<file path="src/rtl/sacc.sv">
`default_nettype none
// +------------------------------------------------------------------------+
// | Module   : sacc                                                        |
// | Purpose  : FP16 sum-and-scale accumulator for average pooling          |
// | Revision : 1.0                                                         |
// +------------------------------------------------------------------------+
module sacc #(
  parameter int          N     = 169,
  parameter logic [15:0] RECIP = 16'h1E0F
) (
  input  logic        clk,
  input  logic        rst,
  input  logic        pool_valid,
  input  logic [15:0] data,
  input  logic        data_ready,
  output logic        data_valid,
  output logic        acc_ready,
  output logic        pool_ready,
  output logic [15:0] result
);

  localparam int              c_CW    = $clog2(N + 1);
  localparam logic [c_CW-1:0] c_LAST  = c_CW'(N - 1);
  localparam logic [c_CW-1:0] c_ONE   = c_CW'(1);
  localparam logic [1:0]      c_IDLE  = 2'd0;
  localparam logic [1:0]      c_ACC   = 2'd1;
  localparam logic [1:0]      c_SCALE = 2'd2;
  localparam logic [1:0]      c_DONE  = 2'd3;

  // Round-to-nearest-even on an 11-bit normalised mantissa, then saturate or flush.
  function automatic logic [15:0] fp_pack(input logic sgn, input logic signed [7:0] e,
                                          input logic [10:0] m, input logic g, input logic st);
    logic [11:0]       mr;
    logic signed [7:0] er;
    mr = {1'b0, m} + {11'h0, g & (st | m[0])};
    er = e;
    if (mr[11]) begin
      mr = mr >> 1;
      er = e + 8'sd1;
    end
    if (er >= 8'sd31) return {sgn, 5'h1f, 10'h0};
    if (er <= 8'sd0)  return {sgn, 15'h0};
    return {sgn, er[4:0], mr[9:0]};
  endfunction

  function automatic logic [15:0] fp_add(input logic [15:0] a, input logic [15:0] b);
    logic [15:0]       x, y;
    logic [10:0]       mx, my;
    logic [4:0]        d, p;
    logic [24:0]       ax, yb, ay, mask, s;
    logic [23:0]       sn;
    logic              st;
    logic signed [7:0] e;
    if (a[14:10] == 5'h1f) return {a[15], 5'h1f, 10'h0};
    if (b[14:10] == 5'h1f) return {b[15], 5'h1f, 10'h0};
    if (b[14:0] > a[14:0]) begin
      x = b;
      y = a;
    end else begin
      x = a;
      y = b;
    end
    mx   = (x[14:10] == 5'h0) ? 11'h0 : {1'b1, x[9:0]};
    my   = (y[14:10] == 5'h0) ? 11'h0 : {1'b1, y[9:0]};
    d    = x[14:10] - y[14:10];
    yb   = {1'b0, my, 13'h0};
    ax   = {1'b0, mx, 13'h0};
    mask = 25'h0;
    if (d >= 5'd24) begin
      ay = 25'h0;
      st = |my;
    end else begin
      mask = (25'h1 << d) - 25'h1;
      ay   = yb >> d;
      st   = |(yb & mask);
    end
    // Lost alignment bits are charged as a borrow so the truncated difference stays a floor.
    s = (x[15] == y[15]) ? (ax + ay) : (ax - ay - {24'h0, st});
    if (s == 25'h0) return 16'h0000;
    if (s[24]) return fp_pack(x[15], $signed({3'b0, x[14:10]}) + 8'sd1, s[24:14], s[13], (|s[12:0]) | st);
    p = 5'd0;
    for (int i = 0; i < 24; i++) if (s[i]) p = 5'(i);
    sn = s[23:0] << (5'd23 - p);
    e  = $signed({3'b0, x[14:10]}) - $signed({3'b0, 5'd23 - p});
    return fp_pack(x[15], e, sn[23:13], sn[12], (|sn[11:0]) | st);
  endfunction

  function automatic logic [15:0] fp_mul(input logic [15:0] a, input logic [15:0] b);
    logic              sgn;
    logic [21:0]       p;
    logic signed [7:0] e;
    sgn = a[15] ^ b[15];
    if (a[14:10] == 5'h1f || b[14:10] == 5'h1f) return {sgn, 5'h1f, 10'h0};
    if (a[14:10] == 5'h0 || b[14:10] == 5'h0)   return {sgn, 15'h0};
    p = 22'({1'b1, a[9:0]}) * 22'({1'b1, b[9:0]});
    e = $signed({3'b0, a[14:10]}) + $signed({3'b0, b[14:10]}) - 8'sd15;
    if (p[21]) return fp_pack(sgn, e + 8'sd1, p[21:11], p[10], |p[9:0]);
    return fp_pack(sgn, e, p[20:10], p[9], |p[8:0]);
  endfunction

  logic [1:0]      state_q, state_d;
  logic [15:0]     acc_q, acc_d;
  logic [15:0]     res_q, res_d;
  logic [c_CW-1:0] cnt_q, cnt_d;
  logic [15:0]     w_sum, w_prod;

  assign w_sum  = fp_add(acc_q, data);
  assign w_prod = fp_mul(acc_q, RECIP);

  always_comb begin
    state_d = state_q;
    acc_d   = acc_q;
    cnt_d   = cnt_q;
    res_d   = res_q;
    case (state_q)
      c_IDLE: if (pool_valid) begin
        state_d = c_ACC;
        acc_d   = 16'h0000;
        cnt_d   = '0;
      end
      c_ACC: if (data_ready) begin
        acc_d = w_sum;
        cnt_d = cnt_q + c_ONE;
        if (cnt_q == c_LAST) state_d = c_SCALE;
      end
      c_SCALE: begin
        res_d   = w_prod;
        state_d = c_DONE;
      end
      default: state_d = c_IDLE;
    endcase
  end

  always_ff @(posedge clk or negedge rst) begin
    if (!rst) begin
      state_q <= c_IDLE;
      acc_q   <= 16'h0000;
      cnt_q   <= '0;
      res_q   <= 16'h0000;
    end else begin
      state_q <= state_d;
      acc_q   <= acc_d;
      cnt_q   <= cnt_d;
      res_q   <= res_d;
    end
  end

  assign acc_ready  = (state_q == c_IDLE);
  assign data_valid = (state_q == c_ACC);
  assign pool_ready = (state_q == c_DONE);
  assign result     = res_q;

endmodule
`default_nettype wire

</file>
<file path="config.mk">
export PLATFORM = sky130hd
export DESIGN_NAME = sacc
export DESIGN_NICKNAME = d
export VERILOG_FILES = /design/src/rtl/sacc.sv
export SDC_FILE = /design/constraint.sdc
export NUM_CORES = 1
export LEC_CHECK = 0
export CAP_MARGIN = 20
export CORE_ASPECT_RATIO = 1.25
export CORE_MARGIN = 3
export CORE_UTILIZATION = 40
export DETAILED_ROUTE_END_ITERATION = 12
export SYNTH_ARGS = -nofsm -noshare
export SYNTH_HDL_FRONTEND = slang
export SYNTH_SLANG_ARGS = --single-unit
</file>
<file path="constraint.sdc">
create_clock -name clk -period 15.7 [get_ports clk]
set_clock_uncertainty 0.2 [all_clocks]
set_input_delay 1.57 -clock clk [delete_from_list [all_inputs] [get_ports clk]]
set_output_delay 1.57 -clock clk [all_outputs]
set_load 0.005 [all_outputs]
</file>
* Yosys cells after proc, flatten, opt, wreduce, memory -nomap -nowiden
Index checks and enable logic that the tools add are counted.
Word-level totals: bits in registers 42, logic and storage cells 230, output and inout port bits 19, input port bits 20
Cells by class: add/subtract/negate cells 19, shifts and indexed selects 3, reduce and logical (&&, ||, !) cells 14, magnitude comparators 10, eq/ne operators 10, $mul 1, bitwise logic cells 11, mux-type cells 158
Operators by type and width (count):
- $mux 16 | 37
- $mux 8 | 19
- $mux 5 | 26
- $mux 25 | 4
- $mux 1 | 59
- $add 11x1->12 | 4
- $mux 10 | 4
- $ge 8x6->1 const B | 4
- $le 8x1->1 const B | 4
- $pmux 16 s2 | 1
- $add 24x25->25 | 1
- $and 24x25->25 | 1
- $logic_not 25->1 | 1
- $reduce_or 25->1 | 1
- $shl 1x5->25 const A | 1
- $shr 24x5->25 | 1
- $sub 24x25->25 | 1
- $sub 25x1->25 | 1
- $sub 25x1->25 const B | 1
- $shl 24x5->24 | 1
- $mul 11x11->22 const B | 1
- $mux 11 | 2
- $pmux 8 s2 | 1
- $gt 15x15->1 | 1
- other kinds (33) | 49

* Logic depth before layout (Yosys ltp)
Gate-level depths: netlist of the first run.
depth in word-level cells 73, mapped depth 55, mapped depth without buffers 48

* Least setup slack after synthesis of the first run
No wires, ideal clock.
path type input port to flip-flop, from input data[14], to register acc_q[0], arrival time 11.200 ns, required time 15.368 ns, path slack 4.168 ns, buffers on the path 9, library setup time 0.132 ns, stages 50, cell sequence ha_1 > buf_2 > nand4_1 > or4_1 > buf_2 > o21ai_2 > buf_6 > buf_6 > a21oi_1 > ha_1 > nand2_1 > o211ai_1 > or4_1 > and3_4 > buf_6 > buf_6 > nor2_1 > nand2_1 > [... 14 more ...] > a22o_2 > a21oi_4 > inv_4 > buf_6 > buf_2 > ha_1 > fa_1 > inv_1 > a21o_1 > a21oi_1 > xnor2_1 > nand2_1 > nor2_1 > xnor2_1 > or4_1 > o31a_1 > a22oi_4 > o31ai_1
Between the ends: longest elaborated chain between the ends 68, elaborated cells on any way between the ends 137, those cells by class add/sub (12); order compare (6); eq/ne (2); shift (3); mux (100); bitwise (7); reduce/logical (7)
Ends and longest elaborated chain:
- start, declared | line 14 | input logic [15:0] data,
- $gt 15x15->1 | line 56 | if (b[14:0] > a[14:0]) begin
- $mux 16 (2 in series) | line 56
- $mux 16 | line 55 | if (b[14:10] == 5'h1f) return {b[15], 5'h1f, 10'h0};
- $sub 5x5->5 | line 65 | d = x[14:10] - y[14:10];
- $shl 1x5->25 | line 73 | mask = (25'h1 << d) - 25'h1;
- $sub 25x1->25 | line 73
- $and 24x25->25 | line 75 | st = |(yb & mask);
- $reduce_or 25->1 | line 75
- [... 51 more ...]
- $mux 16 | line 43 | return {sgn, er[4:0], mr[9:0]};
- $mux 16 | line 42 | if (er <= 8'sd0) return {sgn, 15'h0};
- $mux 16 | line 81 | p = 5'd0;
- $mux 16 | line 80 | if (s[24]) return fp_pack(x[15], $signed({3'b0, x[14:10]}) + 8'sd1, s[24:14], s[13], (|s[12:0]) | st);
- $mux 16 * | line 56
- $mux 16 * | line 55
- $mux 16 * | line 121 | c_ACC: if (data_ready) begin
- $pmux 16 s2 * | line 115 | case (state_q)
- end signal, assigned | line 137 | acc_q <= 16'h0000;
- end signal, assigned | line 142 | acc_q <= acc_d;
- end, declared | line 102 | logic [15:0] acc_q, acc_d;
Every way passes the cells marked *; elsewhere a longest branch is shown, timed or not. The select of a mux whose other input is x is not followed. A chain may end at the register's enable or synchronous reset.

* Worst setup path after layout of the first run
from input data[10], to register acc_q[11]
The elaborated chain is that of the path after synthesis.

==> impl_results.md, run 1 <==
- Post-synth top flop: dfrtp_1
- Top cells by area, synth: ha_1 15%, dfrtp_1 7.8%, inv_1 4.8%, nor2_1 4.7%, a21oi_1 4.3%
- Synth warnings: 0
- CTS tree: yes
- Clk pin slew, worst setup/hold paths: 0.06 ns
- Top-area cell type share of the netlist area: 0.147
- Crit path capture type: flip-flop
- Post-Route WL: 47200 um
- Drt first pass iters: 5
- Drc violations: 0
- Hold WC Path Type: reg -> reg
- Via count: 14300
- Post-cts hold buffer count: 0
- Placed instance area: 14100 um2
- CP bufs+invs: 5
- Vias/cell: 6.30
- Floorplan row count: 74
- I/O pins: 39
- First-pass GRT wire length: 75200 um
- Area leader, netlist: ha_1
- Setup ws final: 1.16 ns
- Multi-input logic area: 11400 um2
- Worst rel slew slack: 0.307
- Number of synthesized register bits: 42
- Post-DRT Antenna Nets: 0
- Sequential area share after synthesis: 0.0780
- Fraction of layout cells with a size suffix above 1: 0.0653
- WP data required: 15.66 ns
- EDFF count, synth: 0
- Cell area after layout: 14300 um2
- Final Max Tran Viols: 0
- Achievable clock frequency: 0.0688 GHz
- Die W: 170 um
- Kind of start point of the critical path: primary input
- FFs w/ async S/R, synth: 1.00
- Post-CTS setup repair buffer count: 0
- Setup TNS: 0 ns
- Netlist cell types: 117
- Max-cap violations: 0
- Tightest Pin Transition: 1.04 ns
- Initial antenna violation count: 0
- Area of the mapped netlist: 13500 um2
- Crit path max fanout: 30
- Synth-to-layout area growth: 5.88%
- Register area: 1050 um2
- Routed WL per cell: 20.8 um
- Cell family with most CP delay: compound AO/OA/AOI/OAI gates
- Slowest-stage cell, CP: o21ai_2
- Pre-CTS WS: 1.19 ns
- Root Buffer: clkbuf_16
- Cell count after synthesis: 1865
- Antenna cells: 0
- Total core area: 33000 um2
- Post-CTS resize count: 0
- Synthesized area per cell: 7.23 um2
- Status: finished clean
- GRT Total Usage: 0.255
- Gp weighted congestion: 1.00
- PortBufs: 38
- Worst EP arrival: 14.51 ns
- Initial core utilization: 0.409
- Post-Syn Nets: 2068
- Min cycle time layout: 14.54 ns
- Clock Latency Late Sink: 0.29 ns
- Slowest stage delay, CP: 0.83 ns
- Fillers: 3480
- Most common cell after layout, fill and taps aside: inv_1
- Final worst-path cycle share: 0.926
- Chip Height: 211 um
- Vias in the first global route: 13800
- TritonCTS Sinks: 42
- Hpwl dp: 38100 um
- Total CTS buffers: 5
- WS Path Type: in -> reg
- Final hold vios: 0
- Gr ovfl total: 0
- Most frequent cells in the layout: 172 x inv_1, 167 x nor2_1, 158 x ha_1
- Setup violators final: 0
- Net count of the finished layout: 2054
- H-tree levels: 2
- Largest net degree at the start of global routing: 43
- Core Util, Final: 0.433
- Die area: 35900 um2
- Clock buffer depth: 2
- DRT iter0 DRCs: 1231
- Unrepaired setup endpoints after global routing: false
-- flip-flops by register name (all words and copies together) (netlist names) --
| name | count |
|---|---|
| result | 16 |
| state_q | 2 |
| cnt_q | 8 |
| acc_q | 16 |
-- worst paths after layout --
| check | from | to | slack (ns) | cells past startpoint |
|---|---|---|---|---|
| worst max-delay path | data[10] | acc_q[11] | 1.16 | 43 |
| worst min-delay path | result[13] | result[13] | 0.29 | 2 |
| worst max register to register | acc_q[10] | acc_q[11] | 1.89 | 43 |
| worst min register to register | result[13] | result[13] | 0.29 | 2 |
| max in group asynchronous | rst | acc_q[5] | 13.45 | 1 |
| min in group asynchronous | rst | result[3] | 1.23 | 1 |
-- cells by family after synthesis --
kind of cell               synth area share
DFF                                  0.0780
and+or+nand+nor                       0.237
adders and majority gates             0.184
buffers and inverters                0.0803
AOI/OAI and AO/OA                     0.313
muxes                                0.0510
xor gates and xnor gates             0.0572
-- layer usage --
| layer | up-vias | GRT usage | wire length, um | part of all wire |
|---|---|---|---|---|
| met1 | 6709 | 0.314 | 19600 | 0.42 |
| met5 | - | 0 | 0 | 0 |
| li1 | 6900 | - | - | - |
| met4 | 0 | 0.127 | 2910 | 0.062 |
| met2 | 552 | 0.449 | 22500 | 0.48 |
| met3 | 145 | 0.0163 | 2180 | 0.046 |
-- stage by stage --
step | hold slack [ns] | std cells
final | 0.292 | 2270
after global routing | 0.324 | 2270
after CTS | 0.298 | 2270
after detailed placement | 0.283 | 2262
after global placement | 0.278 | 2262
after floorplan | 0.283 | 1865
-- cell type report --
| type | instances | area share |
|---|---|---|
| multi-input combinational | 1568 | 0.797 |
| sequential | 42 | 0.0737 |
| inverter | 179 | 0.0473 |
| tap | 418 | 0.0367 |
| timing repair buffer | 55 | 0.0353 |
| clock buffer | 6 | 0.00973 |
| clock inverter | 2 | 0.000877 |
-- cells in the mapped netlist, types with 25 or more instances --
cell and n:
ha_1 158, xnor2_1 59, o21ai_0 113, o211ai_1 35
dfrtp_1 42, xor2_1 29, mux2i_1 36, clkbuf_1 42
and2_1 25, nand2_1 154, a211oi_1 26, a21o_1 30
fa_1 25, nand3_1 64, a21oi_1 117, nor3_1 60
nor2_1 167, inv_1 172
-- worst reg2reg max path: cells and delay by family, from the launching register on --
kind	cells	cell delay, ns
simple gates	9	2.70
fa+ha+maj	5	1.54
buf+inv	5	1.13
flops	1	0.67
compound gates	24	7.42
Power of run 1 is left out: the tool's default activity adds up to more than one toggle a clock period on the data nets, which glitch-free logic cannot reach.
==> inputs of run 2 (changes only) <==
--- a/config.mk
+++ b/config.mk
@@ -10,6 +10,7 @@
 export CORE_MARGIN = 3
 export CORE_UTILIZATION = 40
 export DETAILED_ROUTE_END_ITERATION = 12
+export MAX_ROUTING_LAYER = met4
 export SYNTH_ARGS = -nofsm -noshare
 export SYNTH_HDL_FRONTEND = slang
 export SYNTH_SLANG_ARGS = --single-unit
==> run 2 against run 1 <==
Effect of this change: worst hold slack gained 0.0018 ns; global-route usage grew 0.73 points; setup slack gained 0.18 ns; sequential share of layout area is essentially flat; first-iteration DRC count grew 1.1%.
==> impl_results.md, run 2 (synthesis results as in run 1) <==
- Clk pin slew, worst setup/hold paths: 0.07 ns (about the same)
- Tightest Pin Transition: 1.00 ns (-0.0402 ns)
- Chip Height: 211 um (unchanged)
- WP data required: 15.67 ns (about the same)
- Total core area: 33000 um2 (unchanged)
- Floorplan row count: 74 (unchanged)
- Post-CTS setup repair buffer count: 0 (unchanged)
- Inst Count DP: 2261 (-0.044%)
- Final Non-Filler Cells: 2270 (unchanged)
- Met1 Usage GRT: 0.313 (-0.000927)
- Final Max Tran Viols: 0 (unchanged)
- CTS tree: yes
- Setup violators final: 0 (unchanged)
- Final hold vios: 0 (unchanged)
- Hpwl dp: 38100 um (-0.12%)
- Die W: 170 um (unchanged)
- Antenna cells: 0 (unchanged)
- H-tree levels: 2 (unchanged)
- Post-cts hold buffer count: 0 (unchanged)
- Slowest stage delay, CP: 0.80 ns (-0.03 ns)
- GR peak layer: met2
- Vias/cell: 6.33 (+0.48%)
- GRT met3 Usage: 0.0200 (+0.00374)
- Unrepaired setup endpoints after global routing: false
- DRT iter0 DRCs: 1244 (+1.1%)
- Crit path top cell by count: ha_1
- Gp weighted congestion: 1.02 (+1.8%)
- I/O pins: 39 (unchanged)
- Via count: 14400 (+0.48%)
- Die area: 35900 um2 (unchanged)
- WS Path Type: in -> reg
- Worst EP arrival: 14.33 ns (-0.18 ns)
- Achievable clock frequency: 0.0696 GHz (+1.2%)
- Clock buffer depth: 2 (unchanged)
- Setup TNS: 0 ns (unchanged)
- Status: finished clean
- Routed WL per cell: 20.8 um (about the same)
- Initial core utilization: 0.409 (unchanged)
- PortBufs: 38 (unchanged)
- Gr ovfl total: 0 (unchanged)
- Drc violations: 0 (unchanged)
- Worst hold slack: 0.294 ns (+0.00177 ns)
- Kind of start point of the critical path: primary input
- Post-CTS resize count: 0 (unchanged)
- Min cycle time layout: 14.37 ns (-0.176 ns)
- Max-cap violations: 0 (unchanged)
- Post-DRT Antenna Nets: 0 (unchanged)
- Core Util, Final: 0.433 (about the same)
- Synth-to-layout area growth: 5.91% (about the same)
- Largest net degree at the start of global routing: 43 (unchanged)
- First-pass GRT wire length: 74900 um (-0.36%)
- Worst rel slew slack: 0.328 (+0.0209)
- Drt first pass iters: 6 (+1)
- Hold WC Path Type: reg -> reg
- Initial antenna violation count: 0 (unchanged)
- Crit path capture type: flip-flop
- Slowest-stage cell, CP: o21ai_2
- Clock Latency Late Sink: 0.29 ns (about the same)
- Most frequent cells in the layout: 172 x inv_1, 167 x nor2_1, 158 x ha_1
- M2 GR Usage: 0.453 (+0.00358)
- Fraction of layout cells with a size suffix above 1: 0.0648 (-0.000540)
- Crit path max fanout: 30 (unchanged)
- Vias in the first global route: 13800 (+0.43%)
- Final worst-path cycle share: 0.915 (-0.0112)
- Total CTS buffers: 5 (unchanged)
- Root Buffer: clkbuf_16
- TritonCTS Sinks: 42 (unchanged)
- Post-Route WL: 47200 um (about the same)
- Net count of the finished layout: 2054 (unchanged)
- Most common cell after layout, fill and taps aside: inv_1
- GRT Total Usage: 0.263 (+0.00730)
## run 2: changes by cell type in the layout (fill, tap and decap cells not counted)
cell,change
dlymetal6s2s_1,+1
buf_4,-1
## run 2: final timing paths
kind | from | slack (ns) | end | depth (start not counted)
worst max-delay path | data[10] | 1.33 | acc_q[10] | 43
worst min-delay path | result[13] | 0.29 | result[13] | 2
worst max register to register | acc_q[10] | 2.08 | acc_q[10] | 43
worst min register to register | result[13] | 0.29 | result[13] | 2
max in group asynchronous | rst | 13.45 | acc_q[7] | 1
min in group asynchronous | rst | 1.22 | result[9] | 1
## run 2: metrics by stage
step                      cell area [um2]  setup WS [ns]
after floorplan                     13500           4.17
after global placement              14100           1.64
after detailed placement            14100           1.36
after CTS                           14300           1.62
after global routing                14300          0.447
final                               14300           1.33
## run 2: per-layer routing
layer	wire length, um	part of all wire
met1	19400	0.41
met2	23200	0.49
met3	2340	0.050
met4	2310	0.049
met5	0	0
## run 2: area by class of cell
cell class / count / area, um2
fill: 3482 / 18700
clock buffer: 6 / 139
sequential: 42 / 1050
multi-input combinational: 1568 / 11400
timing repair buffer: 55 / 508
tap: 418 / 523
inverter: 179 / 674
clock inverter: 2 / 12.5
## run 2: worst max-delay path, delay by kind of cell
kind	cells	cell delay (ns)
AOI/OAI and AO/OA	22	6.21
and+or+nand+nor	12	3.98
adders and majority gates	5	1.51
buffers and inverters	4	1.05
Power of run 2 is left out for the same reason.
==> inputs of run 3 (changes only) <==
--- a/config.mk
+++ b/config.mk
@@ -11,6 +11,7 @@
 export CORE_UTILIZATION = 40
 export DETAILED_ROUTE_END_ITERATION = 12
 export MAX_ROUTING_LAYER = met4
+export REMOVE_ABC_BUFFERS = 1
 export SYNTH_ARGS = -nofsm -noshare
 export SYNTH_HDL_FRONTEND = slang
 export SYNTH_SLANG_ARGS = --single-unit
==> run 3 against run 2 <==
Effect of this change: maximum frequency barely moved; critical path type unchanged; register-to-register slack barely moved; sequential cell count did not move; via count rose by 0.42%; die area did not move; utilization rose by 0.091 points; design area rose by 0.21%; routed wire length fell by 0.80%; count of clock-buffer cells in the layout did not move; highest routed layer unchanged.
==> impl_results.md, run 3 (synthesis results as in run 1) <==
- Max-cap violations: 0 (unchanged)
- Post-DRT Antenna Nets: 0 (unchanged)
- Synth-to-layout area growth: 6.14%
- Clock buffer depth: 2 (unchanged)
- Fillers: 3448 (-0.98%)
- Floorplan row count: 74 (unchanged)
- Reg2reg start: acc_q[10]
- Initial core utilization: 0.409 (unchanged)
- TritonCTS Sinks: 42 (unchanged)
- Min cycle time layout: 14.36 ns (-0.00670 ns)
- Initial antenna violation count: 2 (+2)
- Crit path capture type: flip-flop
- Via count: 14400 (+0.42%)
- Crit path max fanout: 20 (-33%)
- H-tree levels: 2 (unchanged)
- Final worst-path cycle share: 0.915 (about the same)
- R2R cell count: 39 (-9.3%)
- Vias in the first global route: 13800 (-0.63%)
- Total core area: 33000 um2 (unchanged)
- Reg2Reg Setup Slack: 2.08 ns (about the same)
- Fraction of layout cells with a size suffix above 1: 0.0658 (+0.00101)
- Gr ovfl total: 0 (unchanged)
- Slowest stage delay, CP: 0.80 ns (about the same)
- Largest net degree at the start of global routing: 43 (unchanged)
- Hold WC Path Type: reg -> reg
- Clock Latency Late Sink: 0.29 ns (about the same)
- WHS Path Cells: 2 (unchanged)
- Status: finished clean
- Setup TNS: 0 ns (unchanged)
- Hold Path End: result[2]
- Worst rel slew slack: 0.297 (-0.0304)
- Total CTS buffers: 5 (unchanged)
- Core Util, Final: 0.434 (+0.000911)
- Post-cts hold buffer count: 0 (unchanged)
- Crit path top cell by count: ha_1
- Net count of the finished layout: 2056 (+0.097%)
- Setup violators final: 0 (unchanged)
- Post-Route WL: 46800 um (-0.80%)
- Post-CTS resize count: 0 (unchanged)
- I/O pins: 39 (unchanged)
- First-pass GRT wire length: 74100 um (-1.1%)
- Reg-to-Reg End: acc_q[8]
- Die area: 35900 um2 (unchanged)
- Chip Height: 211 um (unchanged)
- WP data required: 15.67 ns (about the same)
- Drc violations: 0 (unchanged)
- Die W: 170 um (unchanged)
- Post-CTS setup repair buffer count: 0 (unchanged)
- Hpwl dp: 38000 um (about the same)
- DRT iter0 DRCs: 1293 (+3.9%)
- Final Max Tran Viols: 0 (unchanged)
- Tightest Pin Transition: 1.02 ns (+0.0253 ns)
- Gp weighted congestion: 1.01 (-1.4%)
- Hold_sp: result[2]
- CTS tree: yes
- Root Buffer: clkbuf_16
- Clk pin slew, worst setup/hold paths: 0.07 ns (about the same)
- Slowest-stage cell, CP: o21ai_2
- WS Path Type: in -> reg
- GRT Total Usage: 0.260 (-0.00290)
- PortBufs: 38 (unchanged)
- Routed WL per cell: 20.6 um (-0.97%)
- Worst EP arrival: 14.33 ns (about the same)
- Final hold vios: 0 (unchanged)
- Unrepaired setup endpoints after global routing: false
- Most common cell after layout, fill and taps aside: inv_1
- Drt first pass iters: 8 (+2)
- Achievable clock frequency: 0.0696 GHz (about the same)
- Most frequent cells in the layout: 172 x inv_1, 167 x nor2_1, 158 x ha_1
- Kind of start point of the critical path: primary input
- Vias/cell: 6.35 (+0.24%)
-- run 3: cell type report --
cell class,instances,area (um2),area share
multi-input combinational,1568,11400,0.795
sequential,42,1050,0.0735
inverter,179,674,0.0472
tap,418,523,0.0366
timing repair buffer,57,518,0.0362
clock buffer,6,129,0.00901
clock inverter,2,37.5,0.00262
antenna,2,5.00,0.000350
-- run 3: routing by layer --
metal | vias up | track usage | wire [um]
met2 | 557 | 0.453 | 22800
met5 | - | - | 0
li1 | 6879 | - | -
met1 | 6857 | 0.307 | 19300
met3 | 141 | 0.0193 | 2240
met4 | 0 | 0.112 | 2460
-- run 3: metrics by stage --
step | hold WS [ns] | worst slack [ns] | area [um2] | cells
final | 0.295 | 1.34 | 14300 | 2274
after global routing | 0.321 | 0.235 | 14300 | 2274
after CTS | 0.301 | 1.62 | 14300 | 2272
after detailed placement | 0.284 | 1.37 | 14100 | 2264
after global placement | 0.278 | 1.51 | 14100 | 2264
after floorplan | 0.283 | 3.17 | 13100 | 1789
-- run 3: worst max-delay path, delay by kind of cell --
| kind | cells | cell delay (ns) |
|---|---|---|
| buffers and inverters | 4 | 1.23 |
| XOR/XNOR | 2 | 0.65 |
| adder cells (fa/ha/maj) | 4 | 1.88 |
| AO/OA/AOI/OAI | 18 | 5.39 |
| multiplexers | 1 | 0.16 |
| AND/OR/NAND/NOR | 10 | 3.42 |
-- run 3: how the worst max path moves through the flow --
stage / to / from / slack, ns / cells past startpoint
after floorplan: acc_q[0] / data[10] / 3.17 / 44
after global placement: acc_q[1] / data[10] / 1.51 / 44
after detailed placement: acc_q[8] / data[10] / 1.37 / 44
after CTS: acc_q[8] / data[10] / 1.62 / 39
after global routing: acc_q[5] / data[10] / 0.23 / 39
final: acc_q[8] / data[10] / 1.34 / 39
Power of run 3 is left out for the same reason.
